### config.mk
export PLATFORM = sky130hd
export DESIGN_NAME = joybus_resp_rx
export DESIGN_NICKNAME = d
export VERILOG_FILES = /design/src/rtl/joybus_resp_rx.sv
export SDC_FILE = /design/constraint.sdc
export NUM_CORES = 1
export LEC_CHECK = 0
export CORE_MARGIN = 4
export CORE_UTILIZATION = 50
export CTS_CLUSTER_DIAMETER = 30
export DETAILED_ROUTE_END_ITERATION = 12
export GPL_TIMING_DRIVEN = 0
export PLACE_DENSITY = 0.77
export SYNTH_ARGS = -nofsm -noshare
export SYNTH_HDL_FRONTEND = slang
export SYNTH_SLANG_ARGS = --single-unit
### constraint.sdc
create_clock -name clk -period 3.7 [get_ports clk]
set_input_delay 0.555 -clock clk [delete_from_list [all_inputs] [get_ports clk]]
set_output_delay 0.555 -clock clk [all_outputs]
set_load 0.01 [all_outputs]
### src/rtl/joybus_resp_rx.sv
// JOYBUS response receiver: decodes the controller's pulse-width coded reply
// (falling edge every bit, level sampled mid-bit) into a RESP_BITS word.
module joybus_resp_rx #(
  parameter int RESP_BITS      = 32,
  parameter int SAMPLE_CYCLES  = 50,
  parameter int TIMEOUT_CYCLES = 2500
) (
  input  logic                 clk,
  input  logic                 rst,
  input  logic                 rx_start,
  input  logic                 JB_RX,
  output logic [RESP_BITS-1:0] rx_data,
  output logic                 rx_valid,
  output logic                 rx_err,
  output logic                 rx_busy
);

  localparam int BW = $clog2(RESP_BITS + 1);
  localparam int SW = $clog2(SAMPLE_CYCLES + 1);
  localparam int TW = $clog2(TIMEOUT_CYCLES + 1);

  localparam logic [BW-1:0] BIT_LAST    = BW'(RESP_BITS);
  localparam logic [SW-1:0] SAMPLE_LAST = SW'(SAMPLE_CYCLES - 1);
  localparam logic [TW-1:0] TMO_LAST    = TW'(TIMEOUT_CYCLES - 1);

  typedef enum logic [2:0] {
    IDLE,
    WAIT_FALL,
    SAMPLE,
    WAIT_RISE,
    STOP_FALL,
    STOP_RISE
  } state_t;

  state_t state;
  state_t state_n;

  logic                 sync_p0;
  logic                 sync_p1;
  logic                 prev_p2;
  logic                 line;
  logic                 fall;

  logic [TW-1:0]        tcnt;
  logic [SW-1:0]        scnt;
  logic [BW-1:0]        bcnt;
  logic [RESP_BITS-1:0] shreg;

  logic                 tmo;
  logic                 arm;
  logic                 shift_en;
  logic                 load_en;
  logic                 vld_n;
  logic                 err_n;

  // Stage p0/p1: metastability synchronizer; p2 holds the previous level for edge detect
  always_ff @(posedge clk or posedge rst) begin
    if (rst) begin
      sync_p0 <= 1'b1;
      sync_p1 <= 1'b1;
      prev_p2 <= 1'b1;
    end else begin
      sync_p0 <= JB_RX;
      sync_p1 <= sync_p0;
      prev_p2 <= sync_p1;
    end
  end

  assign line = sync_p1;
  assign fall = prev_p2 & ~sync_p1;
  assign tmo  = (tcnt == TMO_LAST);

  always_ff @(posedge clk or posedge rst) begin
    if (rst) state <= IDLE;
    else     state <= state_n;
  end

  always_comb begin
    state_n  = state;
    arm      = 1'b0;
    shift_en = 1'b0;
    load_en  = 1'b0;
    vld_n    = 1'b0;
    err_n    = 1'b0;
    unique case (state)
      IDLE: begin
        if (rx_start) begin
          arm     = 1'b1;
          state_n = WAIT_FALL;
        end
      end
      WAIT_FALL: begin
        if (fall) begin
          state_n = SAMPLE;
        end else if (tmo) begin
          err_n   = 1'b1;
          state_n = IDLE;
        end
      end
      SAMPLE: begin
        if (scnt == SAMPLE_LAST) begin
          shift_en = 1'b1;
          state_n  = WAIT_RISE;
        end
      end
      WAIT_RISE: begin
        if (line) begin
          state_n = (bcnt < BIT_LAST) ? WAIT_FALL : STOP_FALL;
        end else if (tmo) begin
          err_n   = 1'b1;
          state_n = IDLE;
        end
      end
      STOP_FALL: begin
        if (fall) begin
          state_n = STOP_RISE;
        end else if (tmo) begin
          err_n   = 1'b1;
          state_n = IDLE;
        end
      end
      STOP_RISE: begin
        if (line) begin
          load_en = 1'b1;
          vld_n   = 1'b1;
          state_n = IDLE;
        end else if (tmo) begin
          err_n   = 1'b1;
          state_n = IDLE;
        end
      end
      default: state_n = IDLE;
    endcase
  end

  // Counters restart on every state change, so each waiting state gets a full timeout window
  always_ff @(posedge clk or posedge rst) begin
    if (rst) begin
      tcnt  <= '0;
      scnt  <= '0;
      bcnt  <= '0;
      shreg <= '0;
    end else begin
      if (state_n != state)   tcnt <= '0;
      else if (tcnt != TMO_LAST) tcnt <= tcnt + 1'b1;

      if (state_n != state)   scnt <= '0;
      else if (state == SAMPLE) scnt <= scnt + 1'b1;

      if (arm)                               bcnt <= '0;
      else if (shift_en && bcnt != BIT_LAST) bcnt <= bcnt + 1'b1;

      if (arm)           shreg <= '0;
      else if (shift_en) shreg <= {shreg[RESP_BITS-2:0], line};
    end
  end

  // Output stage: data only ever changes on a complete frame
  always_ff @(posedge clk or posedge rst) begin
    if (rst) begin
      rx_data  <= '0;
      rx_valid <= 1'b0;
      rx_err   <= 1'b0;
      rx_busy  <= 1'b0;
    end else begin
      if (load_en) rx_data <= shreg;
      rx_valid <= vld_n;
      rx_err   <= err_n;
      rx_busy  <= (state_n != IDLE);
    end
  end

endmodule

# == After elaboration in Yosys (flattened, before gate mapping) ==
# Index checks and enable logic that the tools add are counted.
# Widths: inputs -> output; s select.
# totals
output_inout_bits,35
register_bits,97
word_cells,64
inputBits,4
# classes
eq_ne,10
magnitude_cmp,1
n_addsub,3
bitwise,2
n_reduce_logical,9
muxes,27
# ops
cell,n
$mux 32,2
$mux 12,2
$mux 3,8
$mux 6,4
$pmux 3 s6,1
$add 12x1->12 const B,1
$add 6x1->6 const B,2
$eq 12x12->1 const B,1
$ne 12x12->1 const B,1
$mux 1,9
$reduce_bool 2->1,4
$eq 3x2->1 const B,2
$eq 3x3->1 const B,2
$eq 6x6->1 const B,1
$lt 6x6->1 const B,1
$ne 6x6->1 const B,1
$reduce_or 2->1,2
$eq 3x1->1 const B,1
$logic_not 3->1,1
$ne 3x3->1,1
$reduce_bool 3->1,1
$pmux 1 s2,1
$and 1x1->1,1
$logic_and 1x1->1,1
$not 1->1,1

# == Depth between registers and ports, before layout ==
# Gate-level depths: netlist of run 1.
# depth
ltp_word,6
depth_mapped,7

# == Worst setup path after synthesis of run 1 ==
# OpenSTA, ideal clock, no wires.
# synth_path
path_kind,reg2reg
startpoint,reg tcnt[0]
endpoint,reg scnt[2]
path_stages_with_launch,8
arrival_time_ns,1.801
path_slack_ns,1.827
required_ns,3.629
n_path_buf,1
path_cell_list,dfrtp_1 > ha_1 > and4bb_1 > and3_4 > nor3b_2 > o2111ai_2 > buf_4 > nor2_1
# synth_between
elab_chain_len,6
elab_cells_between_ends,10
classes_between,eq/ne: 2; mux: 7; reduce/logical: 1
# synth_lines
item,line,text
start: declaration,44,logic [TW-1:0] tcnt;
start signal: assignment,145,else if (tcnt != TMO_LAST) tcnt <= tcnt + 1'b1;
$eq 12x12->1 (*),71,assign tmo = (tcnt == TMO_LAST);
$mux 3 (*),n/a,
$mux 3 (on tied branches),n/a,
$pmux 3 s6 (*),85,unique case (state)
$ne 3x3->1 (*),147,if (state_n != state) scnt <= '0;
$mux 6 / $reduce_bool 2->1 (equally long branches),n/a,
end signal: assignment,148,else if (state == SAMPLE) scnt <= scnt + 1'b1;
end: declaration,45,logic [SW-1:0] scnt;
# Mark *: on every way between the ends. The rest lies on a longest branch, timed or not.
# A chain may end at the register's enable or synchronous reset.

# == Worst setup path in the final report of run 1 ==
# layout_path
startpoint,reg tcnt[0]
endpoint,reg tcnt[6]
# layout_between
elab_chain_len,6
elab_cells_between_ends,13
classes_between,add/sub: 1; eq/ne: 3; mux: 8; reduce/logical: 1
# layout_lines
item,line,text
$eq 12x12->1,71,
$mux 3,n/a,
$mux 3 (on tied branches),n/a,
$pmux 3 s6,85,
$ne 3x3->1,144,if (state_n != state) tcnt <= '0;
$mux 12 / $reduce_bool 2->1 (equally long branches),n/a,
# Parallel ways exist; a longest one is shown, timed or not. The select of a mux whose other input is x is not followed.

==> results of run 1 <==
==> cell families after synthesis <==
group | share of synthesized area (%)
flip-flops | 58.02
AO/OA/AOI/OAI | 7.196
multiplexers | 0.2687
adder cells (fa/ha/maj) | 1.493
XOR/XNOR | 4.180
AND/OR/NAND/NOR | 25.38
buffers and inverters | 3.464
==> state kept, by name, indices dropped and copies added (netlist names) <==
register  cells
rx_err        1
shreg        32
bcnt          6
rx_data      32
rx_busy       1
prev_p2       1
state         3
scnt          6
rx_valid      1
line          1
tcnt         12
sync_p0       1
==> power by group <==
part / switching (W) / total [W] / internal, W
combinational: 0.000252 / 0.000418 / 0.000166
clock: 0.000389 / 0.000714 / 0.000325
sequential: 0.0000550 / 0.00117 / 0.00111
==> worst max-delay path by stage <==
stage	startpoint	endpoint	slack [ns]	cells after the start
6_report	tcnt[0]	tcnt[6]	1.50	7
5_1_grt	tcnt[0]	tcnt[6]	1.35	7
3_3_place_gp	rst	rx_data[21]	-0.76	2
3_5_place_dp	rx_start	tcnt[6]	1.34	7
4_1_cts	tcnt[0]	tcnt[6]	1.49	7
2_1_floorplan	rst	bcnt[0]	0.62	1
==> layout by cell type (no fill, tap or decap), drive strengths merged, types with 2 or more instances in the layout <==
cell,count
buf,12
nor2,27
a211oi,2
a21oi,36
dfstp,3
and4b,2
nand2,173
o21ai,3
ha,5
xnor2,5
clkinv,3
clkdlybuf4s50,38
and3,7
xor2,15
and4,2
inv,10
nand3,8
nor3b,5
nand4,7
dfrtp,94
clkbuf,20
nand2b,2
nor3,2
==> area by class of cell <==
cell class | count | share of cell area, %
buffer | 22 | 2.406
clock buffer | 9 | 2.507
clock inverter | 7 | 1.722
inverter | 7 | 0.5824
multi-input combinational | 318 | 32.67
sequential | 97 | 49.20
tap | 105 | 2.659
timing repair buffer | 39 | 8.255
==> worst max-delay path, delay by kind of cell, from the launching register on <==
kind            cells  cell delay [ns]
simple gates        3             0.56
buf+inv             1             0.29
fa+ha+maj           1             0.27
flops               1             0.45
compound gates      2             0.57
==> routing by layer <==
layer  GRT usage, %  vias up
met1          21.28     1537
met4          5.357        0
li1               -     1546
met2          28.20       79
met5              0        -
met3          4.839        8
==> metrics by stage <==
step	power (W)	instance area (µm²)
2_1_floorplan	0.001482	4190
3_3_place_gp	0.001594	4702
3_5_place_dp	0.001611	4732
4_1_cts	0.002331	4941
5_1_grt	0.002434	4941
6_report	0.002301	4941
==> results.cfg, run 1 <==
[detailed_routing]
drt_iter0_drc = 138
drc = 0
wl_met1_um = 3462
wl_per_cell_um = 12.96
viasPerCell = 5.248
via_count = 3170
first_pass_iters = 4
ant_nets = 0
wl_met3_um = 397
top_layer = met4
postRouteWirelength_um = 7828
met2_length_um = 3898

[yosys]
syn_inst = 444
synth_area_leader_cell = dfrtp_1
avgSynthCellArea_um2 = 9.438
synth_fp_nets = 453
synth-seq-cells = 97
synth-edff-count = 0
yosysSeqAreaShare_pct = 58.02
synth.most_common_cell = nand2_1
ys.flop_type = dfrtp_1
synthTopCellsByArea = dfrtp_1 (56%), nand2_1 (15%), a21oi_1 (4.3%)
synth_area_mm2 = 0.004190
synth_cell_types = 45
async_flop_share_pct = 100.0
synth_common_cells = nand2_1 (173), dfrtp_1 (94), a21oi_1 (36), nor2_1 (27), xor2_1 (15)
synth_top_area_share_pct = 56.14
ys.warnings.count = 0

[die]
die_area_mm2 = 0.009909
start_util_pct = 51.25
die_x_um = 99.55
die_h_um = 99.55
num_io_pins = 39
rows = 33
core-area_mm2 = 0.008175

[hold_path]
hold_end = line
min_path_cells = 0
hold_path_class = reg -> reg
worstHoldStart = sync_p0

[sta]
max_slew.worst_pin.slew_ns = 0.4930
layout_min_cycle_time_ns = 2.200
fmax_mhz = 454.6
finClkSkew_ns = 0.01391
grt_setup_unrepaired = no
finalSetupViolCount = 0
setup_ws_ns = 1.500
slew-limit-headroom_pct = 67.14
hold-worst-slack_ns = 0.3609
period_share_pct = 59.45
finalMaxSlewViolations = 0
hold_viol = 0
final.setup.tns_ns = 0

[setup_path]
cp.arrival_ns = 2.50
critPathKind = reg -> reg
critPathCaptureType = flop
critPathSlowestCell = dfrtp_1
crit_required_ns = 4.00
cp_max_fo = 10
rr_worst_depth = 7
startpoint_type = flop
r2r_start = tcnt[0]
timing.rr.end = tcnt[6]
max_stage_delay_ns = 0.45
r2r_slack_ns = 1.50
path_cells = ha_1 -> and4bb_1 -> and4b_1 -> o2bb2ai_1 -> o2111ai_2 -> buf_4 -> nor2_1

[global_routing]
grt_use_total_pct = 16.88
globalRoute.totalOverflow = 0
antenna_found_initial = 0
grt_pass1_vias = 3107
grt_pass1_wl_um = 13690
grt_max_degree = 70

[pwr]
powerDensity_mw_per_mm2 = 465.7
peakVddDrop_v = 0.0002923
cellLeakagePower_nw = 2.350

[clocking]
cts_made_buffers = 9
ctsResizeCount = 0
cts_setup_buffers = 0
clock-root-buffer = clkbuf_8
cts_tree = yes
cts_max_level = 3
cts_buffer_depth = 2
cts_hold_buf = 0
clk_transition_reported_paths_ns = 0.09
clk_latency_ns = 0.37
clock-sinks = 97

[cells_and_area]
synthToLayoutAreaGrowth_pct = 17.92
layout.nets = 503
fin_util_pct = 60.44
fillCellCount = 701
regArea_mm2 = 0.002431
multi_input_area_mm2 = 0.001614
n_antenna_cell = 0
layout-drive-gt1-share_pct = 7.816
finalNonFillerCells = 604

[place]
dp_hpwl_um = 5416
place_ws_ns = 1.345
io_buffer_count = 38
routabilityCongestion = 0.8122
dpl.cell_count = 588

[status]
status = completed

[job]
drv_cap = 0
(Power assumes the default switching activity.)
==> run 2: changes to the inputs <==
Settings changed: PLACE_DENSITY 0.77 to 0.8.
Clock period 3.7 ns to 2 ns, I/O delays scaled along.
==> results.cfg, run 2 (synthesis gave the netlist of run 1 again) <==
[clocking]
cts_max_level = 3
cts_tree = yes
clock-root-buffer = clkbuf_8
cts_buffer_depth = 2
clk_transition_reported_paths_ns = 0.09
clock-sinks = 97
cts_hold_buf = 0
cts_made_buffers = 9
clk_latency_ns = 0.37

[pwr]
sw_frac_of_total_pct = 31.42
power.switching_w = 0.001368
peakVddDrop_v = 0.0009017
cellLeakagePower_nw = 2.383
powerDensity_mw_per_mm2 = 866.0
pwr-share-seq_pct = 49.5
combinationalPowerShare_pct = 21.8
clockPowerShare_pct = 28.7
p_int_w = 0.002986

[sta]
finalMaxSlewViolations = 0
layout_min_cycle_time_ns = 1.943
grt_setup_unrepaired = yes
setup_ws_ns = 0.05662
hold-worst-slack_ns = 0.3346
max_slew.worst_pin.slew_ns = 0.6548
hold_viol = 0
finalSetupViolCount = 0
fmax_mhz = 514.6
slew-limit-headroom_pct = 56.25
period_share_pct = 97.17
finClkSkew_ns = 0.01410
final.setup.tns_ns = 0

[die]
die_h_um = 99.55
die_x_um = 99.55
start_util_pct = 51.25
rows = 33
die_area_mm2 = 0.009909
num_io_pins = 39
core-area_mm2 = 0.008175

[place]
dp_hpwl_um = 5566
placed_area_mm2 = 0.004746
routabilityCongestion = 0.8396
place_ws_ns = -0.1693
io_buffer_count = 38

[cells_and_area]
final_area_mm2 = 0.005029
layout.nets = 508
final_common_cell = nand2_1
fin_util_pct = 61.51
n_antenna_cell = 0
final_cell_mix = nand2_1 (173), dfrtp_1 (93), clkdlybuf4s50_1 (38)
synthToLayoutAreaGrowth_pct = 20.01
largestRegisters = rx_data: 32 flops, shreg: 32 flops, tcnt: 12 flops
layout-drive-gt1-share_pct = 10.52

[setup_path]
crit_required_ns = 2.24
critPathKind = reg -> reg
cp_max_fo = 4
startpoint_type = flop
critPathCaptureType = flop
rr_worst_depth = 5
cp.arrival_ns = 2.18

[detailed_routing]
drt_iter0_drc = 128
postRouteWirelength_um = 8129
via_count = 3191
ant_nets = 0
first_pass_iters = 4
wl_per_cell_um = 13.35
drc = 0
viasPerCell = 5.240

[job]
drv_cap = 0

[status]
status = completed

[global_routing]
grt_use_total_pct = 17.60
antenna_found_initial = 0
globalRoute.totalOverflow = 0
grt_pass1_wl_um = 14170
grt_pass1_vias = 3099
grt_max_degree = 37

[hold_path]
hold_path_class = in -> reg
min_path_cells = 1
==> run 2: changes by cell type in the layout (fill, tap and decap cells not counted), sizes merged <==
cell / previous run / this run
buf: 12 / 17
bufinv: 1 / 0
clkbuf: 20 / 21
clkinv: 3 / 2
clkinvlp: 0 / 1
==> run 2: path summary, 6_finish.rpt <==
| path | from | endpoint | slack, ns |
|---|---|---|---|
| max in group asynchronous | rst | rx_data[17] | 0.82 |
| worst max-delay path | tcnt[5] | rx_busy | 0.06 |
| worst min-delay path | JB_RX | sync_p0 | 0.33 |
| worst min register to register | sync_p0 | line | 0.36 |
| worst max register to register | tcnt[5] | rx_busy | 0.06 |
| min in group asynchronous | rst | rx_err | 0.37 |
==> run 2: worst max-delay path, stage by stage (launching register included) <==
cell and delay (ns):
dfrtp_2 0.46, nor4_4 0.35, and3_4 0.26, nor3b_4 0.06, a211o_1 0.32, or3_1 0.37
==> run 2: repair_timing <==
action / CTS / global route
buffers inserted: 3 / 1
pin swaps: 1 / 3
endpoints found under the setup margin: 12 / 71
resized for setup: 3 / 15
==> run 2: layer usage <==
metal / routed length, µm / vias to the layer above / track usage (%)
met4: 81 / 0 / 5.882
met2: 4077 / 76 / 29.13
met3: 365 / 6 / 3.647
met1: 3605 / 1552 / 23.22
met5: 0 / - / 0
li1: - / 1557 / -
==> run 2: stage by stage <==
| stage | instances | power (W) |
|---|---|---|
| 6_report | 609 | 0.004355 |
| 5_1_grt | 609 | 0.004592 |
| 4_1_cts | 608 | 0.004315 |
| 3_5_place_dp | 589 | 0.002977 |
| 3_3_place_gp | 587 | 0.002945 |
| 2_1_floorplan | 444 | 0.002742 |
==> run 2: area by class of cell <==
type | instances | area [µm²]
timing repair buffer | 44 | 450.4
buffer | 22 | 126.4
tap | 105 | 131.4
sequential | 97 | 2432
multi-input combinational | 318 | 1663
fill | 675 | 3147
inverter | 7 | 30.03
clock buffer | 10 | 137.6
clock inverter | 6 | 57.56
==> run 2: power groups by stage <==
stage	clock, W	sequential (W)	combinational (W)
global placement	0	0.00219	0.000752
CTS	0.00128	0.00215	0.000887
floorplan	0	0.00219	0.000553
global route	0.00137	0.00218	0.00104
detailed placement	0	0.00220	0.000778
finish	0.00125	0.00216	0.000948
==> run 3: changes to the inputs <==
Settings changed: ABC_AREA from default to 1.
==> results.cfg, run 3 <==
[status]
status = completed

[yosys]
async_flop_share_pct = 100.0
avgSynthCellArea_um2 = 9.026
synth_top_area_share_pct = 55.69
synth.most_common_cell = nand2_1
synth_area_leader_cell = dfrtp_1
ys.flop_type = dfrtp_1
synth_top_family_by_area = simple AND/OR/NAND/NOR gates
synthTopCellsByArea = dfrtp_1 (56%), nand2_1 (11%), o21ai_0 (7.1%)
synthSimpleGateAreaFrac_pct = 23.82
yosysSeqAreaShare_pct = 57.55
synth-seq-cells = 97
synth_cell_types = 30
synthXorXnorAreaFrac_pct = 3.110
ys.warnings.count = 0
synth_mux_area_share_pct = 0
synth_common_cells = nand2_1 (119), dfrtp_1 (94), o21ai_0 (60), inv_1 (46), nand3_1 (35)
synth-edff-count = 0
synth_compound_area_share_pct = 7.968
syn_inst = 468
synth_fp_nets = 477
yosys.area_share.adder_pct = 1.481
synth_area_mm2 = 0.004224

[setup_path]
timing.rr.end = tcnt[0]
critPathKind = reg -> reg
startpoint_type = flop
r2r_start = tcnt[1]
crit_required_ns = 2.31
rr_worst_depth = 12
cp_max_fo = 10
r2r_slack_ns = 0.13
cp.arrival_ns = 2.18
critPathCaptureType = flop

[place]
dpl.cell_count = 613
routabilityCongestion = 0.9334
io_buffer_count = 38
dp_hpwl_um = 6287
placed_area_mm2 = 0.004780
place_ws_ns = -0.04727

[cells_and_area]
fillCellCount = 673
layout.nets = 531
final_cell_mix = nand2_1 (119), dfrtp_1 (91), o21ai_0 (60)
largestRegisters = rx_data: 32 flops, shreg: 32 flops, tcnt: 12 flops
n_antenna_cell = 0
layout-drive-gt1-share_pct = 11.39
final_common_cell = nand2_1
final_area_mm2 = 0.005036
synthToLayoutAreaGrowth_pct = 19.22
finalNonFillerCells = 632

[clocking]
clk_transition_reported_paths_ns = 0.11
clock-root-buffer = clkbuf_8
cts_max_level = 3
cts_tree = yes
clk_latency_ns = 0.37
cts_hold_buf = 0
cts_buffer_depth = 2
clock-sinks = 97
cts_made_buffers = 9

[detailed_routing]
drt_iter0_drc = 214
viasPerCell = 5.248
wl_per_cell_um = 14.14
ant_nets = 0
via_count = 3317
postRouteWirelength_um = 8934
first_pass_iters = 5
drc = 0

[pwr]
peakVddDrop_v = 0.0004338
powerDensity_mw_per_mm2 = 880.3
finalPower_w = 0.004433
cellLeakagePower_nw = 2.264

[die]
die_area_mm2 = 0.009983
core-area_mm2 = 0.008217
rows = 33
die_h_um = 99.92
die_x_um = 99.92
start_util_pct = 51.41
num_io_pins = 39

[sta]
layout_min_cycle_time_ns = 1.871
finalMaxSlewViolations = 0
finalSetupViolCount = 0
max_slew.worst_pin.slew_ns = 0.6731
period_share_pct = 93.53
fmax_mhz = 534.6
hold_viol = 0
slew-limit-headroom_pct = 55.03
finClkSkew_ns = 0.01596
setup_ws_ns = 0.1293

[global_routing]
grt_pass1_wl_um = 15500
globalRoute.totalOverflow = 0
grt_pass1_vias = 3361
grt_use_total_pct = 19.30
antenna_found_initial = 0
grt_max_degree = 37

[hold_path]
worstHoldStart = JB_RX
hold_end = sync_p0
hold_path_class = in -> reg
min_path_cells = 1

[job]
drv_cap = 0
==> run 3: cell types whose count changed in the layout (fill, tap and decap cells not counted), moves of 4 or more <==
cell and change:
nand3_1 +26, nor2_2 +8, inv_2 +4, clkbuf_1 +5, inv_1 +39, nor2_4 +5
nand2_2 +4, o21ai_0 +59, and3_1 -4, a21oi_1 -32, buf_4 -7, nand2_1 -54
==> run 3: worst max-delay path by stage <==
stage / startpoint / endpoint / slack, ns / depth (start not counted)
finish: tcnt[1] / tcnt[0] / 0.13 / 12
global route: tcnt[1] / scnt[3] / -0.03 / 12
CTS: state[2] / shreg[7] / 0.03 / 6
detailed placement: rx_start / shreg[25] / -0.05 / 6
global placement: rst / rx_valid / -0.40 / 2
floorplan: tcnt[0] / tcnt[4] / 0.27 / 11
==> run 3: through the flow <==
step / util, % / setup TNS [ns] / hold slack (ns)
final: 61.29 / 0 / 0.3365
after CTS: 60.67 / 0 / 0.3154
after detailed placement: 58.17 / -0.5087 / 0.3506
after global routing: 61.29 / -0.09796 / 0.3265
after global placement: 57.68 / -37.31 / 0.3468
after floorplan: - / 0 / 0.3045
==> run 3: routing by layer <==
metal / share of wire, % / global-route usage (%) / up-vias
li1: - / - / 1611
met1: 45 / 26.49 / 1607
met2: 49 / 30.68 / 88
met3: 5.3 / 3.266 / 11
met4: 1.1 / 7.878 / 0
met5: 0 / 0 / -
==> run 3: final cells by class <==
class	count	area [µm²]	area share [%]
plain buffers	16	78.83	1.565
clock buffers	9	123.9	2.460
clock inverters	7	70.07	1.391
inverters	50	191.4	3.801
multi-input cells	305	1563	31.03
flip-flops and latches	97	2435	48.35
well taps	105	131.4	2.609
repair buffers	43	442.9	8.795
==> run 3: critical path, cell delays in order, from the launching register on <==
cell     delay [ns]
dfrtp_1        0.42
ha_2           0.22
nand2_1        0.09
nor2_4         0.11
nand3_4        0.14
nand2_1        0.09
nand2_1        0.04
nand2_1        0.08
nand3_1        0.07
nand2_1        0.12
nand3_4        0.16
buf_12         0.20
nor2_2         0.09
==> run 3: power by group <==
part | total [W] | switching (W) | internal (W)
combinational | 0.00106 | 0.000706 | 0.000353
sequential | 0.00212 | 0.0000827 | 0.00203
clock | 0.00126 | 0.000767 | 0.000490
==> run 3: kinds of logic after synthesis <==
group	after synthesis
xor gates and xnor gates	15
AOI/OAI and AO/OA	67
adders and majority gates	5
DFF	97
buffers and inverters	66
and+or+nand+nor	218
==> run 3: timing repair <==
action | in CTS | in global routing
pin swaps | 0 | 1
hold endpoints to repair | 0 | 0
gates resized for setup | 2 | 11
buffers inserted | 0 | 3
endpoints found under the setup margin | 10 | 45
==> RTL edit (settings of run 1) <==
Register the output `rx_err` once more, without a reset; this adds one clock of latency there. The other outputs are not delayed to match.
--- a/src/rtl/joybus_resp_rx.sv
+++ b/src/rtl/joybus_resp_rx.sv
@@ -32,4 +32,6 @@
     STOP_RISE
   } state_t;
+
+  logic rx_err_s0;
 
   state_t state;
@@ -161,14 +163,18 @@
       rx_data  <= '0;
       rx_valid <= 1'b0;
-      rx_err   <= 1'b0;
+      rx_err_s0 <= 1'b0;
       rx_busy  <= 1'b0;
     end else begin
       if (load_en) rx_data <= shreg;
       rx_valid <= vld_n;
-      rx_err   <= err_n;
+      rx_err_s0 <= err_n;
       rx_busy  <= (state_n != IDLE);
     end
   end
 
+  always_ff @(posedge clk) begin
+    rx_err <= rx_err_s0;
+  end
+
 endmodule
 
Check against the original RTL: same outputs for any inputs over 10 cycles, from zero or initial values and one cycle with rst high; that may be too few to reach the edited logic, so the function may still have changed.
==> RTL edit against run 1 <==
Sequential share of layout area rose by 0.46 points; core utilization fell by 0.36 points; worst setup slack improved by 31 ps; sequential cell count rose by 1; area after synthesis rose by 0.48%; cell area fell by 0.10%; routed wire length fell by 0.83%; total power fell by 2.6%; critical path type unchanged; critical endpoint is now tcnt[3]$_DFFE_PP0P_; largest power group unchanged.
==> RTL edit: results (changes against run 1) <==
Detailed routing
  • DRT Wirelength: 7.76 mm (-0.83%)
  • Drt via density: 5.15 (-1.8%)
  • Initial DRC count: 135 (-2.2%)
  • TritonRoute pass-1 iters: 5 (+1)

Yosys
  • Synth top area cells: dfrtp_1 56%, nand2_1 15%, a21oi_1 4.3%, xor2_1 3.1%, nor2_1 2.4%
  • Fraction of synthesized area in multiplexers: 0.267% (-0.0013 points)
  • XOR/XNOR Fraction of Synth Area: 4.16% (-0.020 points)
  • Synth Area in Adders: 1.49% (-0.0071 points)
  • Number of library cell types mapped by synthesis: 46 (+2.2%)
  • Compound-Gate Fraction of Synth Area: 7.16% (-0.034 points)
  • Syn_nets: 454 (+0.22%)
  • Seq/Total Area, Yosys: 58.2% (+0.20 points)
  • Async SR Flop Fraction: 99.0% (-1.0 points)

Pwr
  • Lkg Pwr: 2.34 nW (-0.59%)

GRT
  • Number of global-route vias before repair: 3077 (-0.97%)
  • M1 GR Usage: 21.9% (+0.67 points)
  • Routing usage on met2: 28.2% (about the same)
  • Global-route wire length before repair: 13.8 mm (+0.85%)

STA
  • Worst Tran Pin Value: 475 ps (-18.3 ps)
  • Achievable Freq: 461 MHz (+1.4%)
  • Layout Skew: 13.6 ps (-0.264 ps)

Final layout
  • Nets: 504 (+0.20%)
  • Filler Cell Count: 703 (+0.29%)
  • Share of cells above drive strength 1: 7.80% (-0.016 points)

Worst setup path
  • R2R Setup Slk: 1530 ps (+30 ps)
  • Critical path endpoint: tcnt[3]$_DFFE_PP0P_

Placement
  • Dpl ws: 1350 ps (+1.70 ps)
  • HPWL Detailed: 5.49 mm (+1.4%)
  • Global placer's final weighted congestion: 0.830 (+2.2%)
  • Dpl cell area: 4750 um^2 (+0.42%)

Run status
  • Status: completed
[RTL edit: changes by cell type after synthesis, sizes merged]
| cell | delta |
|---|---|
| dfxtp | +1 |
[RTL edit: how the worst min path moves through the flow]
stage,from,end,slack [ps],cells past startpoint
after global routing,sync_p0$_DFF_PP1_,line$_DFF_PP1_,370,0
after detailed placement,rx_err_s0$_DFF_PP0_,rx_err$_DFF_P_,330,0
after CTS,rx_err_s0$_DFF_PP0_,rx_err$_DFF_P_,350,0
after global placement,rx_err_s0$_DFF_PP0_,rx_err$_DFF_P_,330,0
final,rx_err_s0$_DFF_PP0_,rx_err$_DFF_P_,350,0
after floorplan,rx_err_s0$_DFF_PP0_,rx_err$_DFF_P_,320,0
[RTL edit: routing by layer]
layer	vias up	wire length (um)
li1	1540	-
met1	1498	3480
met2	66	3770
met3	13	354
met4	0	155
met5	-	0
[RTL edit: critical path, stage by stage, from the launching register on]
cell	delay (ps)
dfrtp_1	440
ha_1	280
and4bb_1	240
and3_4	190
nor3b_2	250
o2111ai_2	310
buf_4	280
nor2_1	110
[RTL edit: stage by stage]
stage                     cells  setup TNS, ps  utilization, %
final                       605              0            60.1
after global routing        605              0            60.1
after CTS                   605              0            60.1
after detailed placement    589              0            57.8
after global placement      588         -65600            57.5
after floorplan             445              0               -
[RTL edit: area by class of cell]
class	instances	area, um^2	share of cell area, %
clock buffers	9	124	2.51
plain buffers	22	119	2.41
multi-input cells	318	1610	32.7
inverters	7	28.8	0.583
clock inverters	7	60.1	1.22
flip-flops and latches	98	2450	49.7
well taps	105	131	2.66
repair buffers	39	408	8.26
[RTL edit: power breakdown]
part	internal, mW	switching (mW)	total, mW	leakage (nW)
Clock	0.255	0.392	0.647	0.0844
Combinational	0.166	0.251	0.417	0.911
Sequential	1.12	0.0539	1.18	1.34
Total	1.54	0.697	2.24	2.34
